**src/rtl/stopwatch_pkg.sv**
```systemverilog
// Shared constants and state encoding for the stopwatch controller and its
// button front end.
package stopwatch_pkg;

    localparam int DIGITS  = 6;
    localparam int DIGIT_W = 4;
    localparam int TIME_W  = DIGITS * DIGIT_W;

    typedef enum logic [1:0] {
        ST_IDLE = 2'd0,
        ST_RUN  = 2'd1,
        ST_LAP  = 2'd2,
        ST_STOP = 2'd3
    } state_t;

endpackage

```
**src/rtl/btn_edge.sv**
```systemverilog
// Push-button front end: multi-stage synchroniser followed by a rising-edge
// detector producing a one-cycle pulse per press.
module btn_edge #(
    parameter int SYNC_STAGES = 2
) (
    input  logic clk,
    input  logic aclr,
    input  logic din,
    output logic edge_out
);

    logic [SYNC_STAGES-1:0] sync_q;
    logic                   prev_q;

    // prev resets low so a button held through reset still yields one edge
    always_ff @(posedge clk or posedge aclr) begin
        if (aclr) begin
            sync_q <= '0;
            prev_q <= 1'b0;
        end else begin
            sync_q <= {sync_q[SYNC_STAGES-2:0], din};
            prev_q <= sync_q[SYNC_STAGES-1];
        end
    end

    assign edge_out = sync_q[SYNC_STAGES-1] & ~prev_q;

endmodule

```
**src/rtl/stopwatch_ctrl.sv**
```systemverilog
// Run/lap/stop/reset controller for the BCD stopwatch counter chain: button
// edges drive a 4-state FSM that enables, clears and snapshots the chain.
module stopwatch_ctrl
    import stopwatch_pkg::*;
#(
    parameter int SYNC_STAGES = 2
) (
    input  logic              clk,
    input  logic              aclr,
    input  logic              start_stop,
    input  logic              lap_reset,
    input  logic              wrap,
    input  logic [TIME_W-1:0] live_digits,
    output logic              count_en,
    output logic              count_clr,
    output logic [TIME_W-1:0] disp_digits,
    output logic              running,
    output logic              lap_active,
    output logic              overflow,
    output logic [1:0]        state
);

    state_t            state_q;
    state_t            state_d;
    logic              ss_edge;
    logic              lr_edge;
    logic              lr_take;
    logic [TIME_W-1:0] lap_q;
    logic              count_clr_q;
    logic              overflow_q;

    btn_edge #(.SYNC_STAGES(SYNC_STAGES)) u_ss_edge (
        .clk      (clk),
        .aclr     (aclr),
        .din      (start_stop),
        .edge_out (ss_edge)
    );

    btn_edge #(.SYNC_STAGES(SYNC_STAGES)) u_lr_edge (
        .clk      (clk),
        .aclr     (aclr),
        .din      (lap_reset),
        .edge_out (lr_edge)
    );

    // start/stop wins a same-cycle collision; the lap/reset edge is dropped
    assign lr_take = lr_edge & ~ss_edge;

    always_ff @(posedge clk or posedge aclr) begin
        if (aclr) begin
            state_q <= ST_IDLE;
        end else begin
            state_q <= state_d;
        end
    end

    always_comb begin
        state_d = state_q;
        if (ss_edge) begin
            case (state_q)
                ST_IDLE: state_d = ST_RUN;
                ST_RUN:  state_d = ST_STOP;
                ST_LAP:  state_d = ST_STOP;
                ST_STOP: state_d = ST_RUN;
                default: state_d = ST_IDLE;
            endcase
        end else if (lr_edge) begin
            case (state_q)
                ST_IDLE: state_d = ST_IDLE;
                ST_RUN:  state_d = ST_LAP;
                ST_LAP:  state_d = ST_RUN;
                ST_STOP: state_d = ST_IDLE;
                default: state_d = ST_IDLE;
            endcase
        end
    end

    always_comb begin
        count_en    = (state_q == ST_RUN) || (state_q == ST_LAP);
        running     = (state_q == ST_RUN) || (state_q == ST_LAP);
        lap_active  = (state_q == ST_LAP);
        disp_digits = (state_q == ST_LAP) ? lap_q : live_digits;
        state       = state_q;
    end

    // Clear pulse, lap snapshot and sticky wrap flag all key off the same edge
    always_ff @(posedge clk or posedge aclr) begin
        if (aclr) begin
            count_clr_q <= 1'b0;
            lap_q       <= '0;
            overflow_q  <= 1'b0;
        end else begin
            count_clr_q <= lr_take && ((state_q == ST_IDLE) || (state_q == ST_STOP));
            if (lr_take && (state_q == ST_RUN)) begin
                lap_q <= live_digits;
            end
            if (lr_take && (state_q == ST_STOP)) begin
                overflow_q <= 1'b0;
            end else if (wrap && count_en) begin
                overflow_q <= 1'b1;
            end
        end
    end

    assign count_clr = count_clr_q;
    assign overflow  = overflow_q;

endmodule

```
**config.mk**
```make
export PLATFORM = sky130hd
export DESIGN_NAME = stopwatch_ctrl
export DESIGN_NICKNAME = d
export VERILOG_FILES = /design/src/rtl/stopwatch_pkg.sv /design/src/rtl/btn_edge.sv /design/src/rtl/stopwatch_ctrl.sv
export SDC_FILE = /design/constraint.sdc
export NUM_CORES = 1
export LEC_CHECK = 0
export ABC_CLOCK_PERIOD_IN_PS = 2100
export BUFFER_PORTS_ARGS = -buffer_cell sky130_fd_sc_hd__buf_2
export CAP_MARGIN = 20
export CORE_UTILIZATION = 50
export CTS_BUF_LIST = sky130_fd_sc_hd__clkbuf_8
export CTS_CLUSTER_SIZE = 20
export DETAILED_ROUTE_END_ITERATION = 7
export PLACE_DENSITY = 0.8
export RECOVER_POWER = 100
export SLEW_MARGIN = 10
export SYNTH_ARGS = -nofsm -noshare
export SYNTH_HDL_FRONTEND = slang
export SYNTH_HIERARCHICAL = 1
export SYNTH_SLANG_ARGS = --single-unit
```
**constraint.sdc**
```tcl
create_clock -name clk -period 2.1 [get_ports clk]
set_input_delay 0.315 -clock clk [delete_from_list [all_inputs] [get_ports clk]]
set_output_delay 0.315 -clock clk [all_outputs]
set_load 0.01 [all_outputs]
```
==> results.toml <==
[worst_setup_path]
startpoint = "state[0]$_DFFE_PP0P_"
required_ps = 1780
crit_path_end_kind = "output port"
startpoint_type = "register"
crit_fanout = 26
arrival_ps = 1690
path_class = "register to output port"
regToRegStartpoint = "state[1]$_DFFE_PP0P_"

[cells_and_area]
fill_cells = 279
num_antenna_cells = 0
seq_area_um2 = 850.8
nets = 206
area_delta_synth_final_pct = 19.28
drive_gt1_share_pct = 50.00
multi_input_area_um2 = 691.9
final_cells = 216

[global_routing]
top_usage_layer = "met2"
grt_pass1_vias = 1093
grt_max_degree = 29
antenna_found_initial = 0
met2_usage_pct = 31.87
use_met3_pct = 5.628
grt_use_total_pct = 18.54
grt_overflow = 0
grtUsageMet1_pct = 21.47
grt_pass1_wl_um = 4843

[status]
status = "finished clean"

[placement]
dp_hpwl_um = 2352
place_congestion = 0.7194
dp_cells = 209
portBuffers = 59

[power_and_ir_drop]
p_leak_nw = 0.9586
total_power_mw = 2.374
p_per_area_nw_per_um2 = 1175
vdd_drop_max_mv = 0.5911

[timing]
skew_ps = 2.277
period_minus_slack_ps = 2005
fin_tns_setup_ps = 0
hold_violations = 0
maxSlewViolCount = 0
maxSlewHeadroom_pct = 53.13
worst_slew_pin_slew_ps = 703.1
rsz0062_at_grt = "false"
max_freq_mhz = 498.7
final-setup-viol-count = 0
min_period_over_period_pct = 95.49

[cts]
clockBufferDepth = 2
cts_buffers = 5
clock-sinks = 34
holdBufCountCts = 1
clkLatencyLatePin_ps = 280
post_cts_buffers = 0
cts-resized-gates = 0
root_buffer = "clkbuf_8"
cts_tree = "done"
clkTransAtPathRegs_ps = 60
ctsHtreeMaxLevel = 2

[flow_run]
cap_violations = 0

[drt]
first_iter_violations = 12
vias_per_cell = 4.949
final_antenna_net_count = 0
finalWirelength_um = 3083
wire_per_inst_um = 14.27
drt-pass1-iter-count = 2
route.detailed.drc = 0
vias = 1069

[logic_synthesis]
syn_inst = 110
syn-cell-area_um2 = 1694
synth-seq-cells = 34
yosys_warnings = 6
yosysSeqAreaShare_pct = 50.22
yosys.cell_types.count = 16
synth.net_count = 143
postSynthAreaPerCell_um2 = 15.40

[min_path]
hold_path.startpoint = "start_stop"
min_path_type = "primary input to register"

[floorplanning]
fp.dieH_um = 60.21
core_area_um2 = 3128
dieArea_um2 = 3625
rows = 20
pin_count = 60
start_util_pct = 54.16
die_x_um = 60.21
[flip-flops by register name, summed over array words and instances, names as in the netlist]
register	flops
count_clr	1
lap_q	24
u_ss_edge/sync_q	2
u_ss_edge/prev_q	1
overflow	1
u_lr_edge/prev_q	1
state	2
u_lr_edge/sync_q	2
[cell type report]
class,instances,share of cell area (%)
well taps,44,2.724
flip-flops and latches,34,42.11
inverters,7,1.300
repair buffers,62,15.54
clock buffers,6,4.087
multi-input cells,63,34.24
[report_power, final]
group | switching, mW | internal, mW
sequential | 0.145 | 0.922
combinational | 0.394 | 0.456
clock | 0.205 | 0.252
total | 0.744 | 1.63
[metal layers]
| layer | wire length [um] | part of all wire (%) |
|---|---|---|
| met5 | 0 | 0 |
| met4 | 35 | 1.1 |
| met3 | 124 | 4.0 |
| met2 | 1698 | 55 |
| met1 | 1225 | 40 |
[through the flow]
| step | area, um^2 | hold slack, ps | utilization [%] | setup slack [ps] |
|---|---|---|---|---|
| floorplan | 1694 | 68.64 | - | 279.4 |
| global placement | 2027 | 198.6 | 64.80 | 436.9 |
| detailed placement | 2027 | 207.2 | 64.80 | 380.3 |
| CTS | 2120 | 132.1 | 67.76 | 77.61 |
| global route | 2021 | 130.2 | 64.60 | 24.74 |
| finish | 2021 | 140.0 | 64.60 | 94.63 |
[logic make-up after synthesis]
group	Yosys count	synth area share (%)
flops	34	50.22
simple gates	7	4.136
compound gates	2	0.9604
fa+ha+maj	4	2.954
mux	50	37.52
buf+inv	13	4.210
[path summary, 6_finish.rpt]
path / end / slack (ps) / depth (start not counted)
min in group asynchronous: u_ss_edge/prev_q$_DFF_PP0_ / 460 / 3
hold / removal: u_ss_edge/sync_q[0]$_DFF_PP0_ / 140 / 1
setup reg to reg: lap_q[11]$_DFFE_PP0P_ / 230 / 4
setup / recovery: disp_digits[3] / 90 / 5
max in group asynchronous: lap_q[8]$_DFFE_PP0P_ / 860 / 4
hold reg to reg: u_lr_edge/sync_q[1]$_DFF_PP0_ / 360 / 0
[cell usage in the layout, fill, tap and decap left out, types with 2 or more instances in the layout]
| cell type | instances |
|---|---|
| dfrtp_1 | 34 |
| mux2_2 | 28 |
| buf_2 | 27 |
| clkbuf_2 | 20 |
| mux2_1 | 19 |
| clkbuf_1 | 13 |
| inv_1 | 7 |
| clkbuf_8 | 6 |
| ha_1 | 4 |
| nor2b_1 | 2 |
| mux2i_1 | 2 |
| nor2b_4 | 2 |
[worst max-delay path: stages, from the launching register on]
cell and delay [ps]:
dfrtp_1 440, inv_1 100, ha_1 190, buf_12 190
mux2_2 360, clkbuf_2 130
[Yosys cell counts]
library cell	n	area share, %
o211ai_1	1	0.44
mux2_4	20	18
inv_1	7	1.6
dfrtp_1	34	50
buf_4	1	0.44
nand2_1	1	0.22
nand3b_4	1	1.2
nor2b_4	2	1.6
buf_2	3	0.89
nor2b_1	2	0.74
ha_1	4	3.0
mux2i_1	2	1.2
a2bb2oi_1	1	0.52
mux2_2	28	19
buf_6	2	1.3
and2_1	1	0.37
No activity file was read; power rests on OpenSTA's default activity.
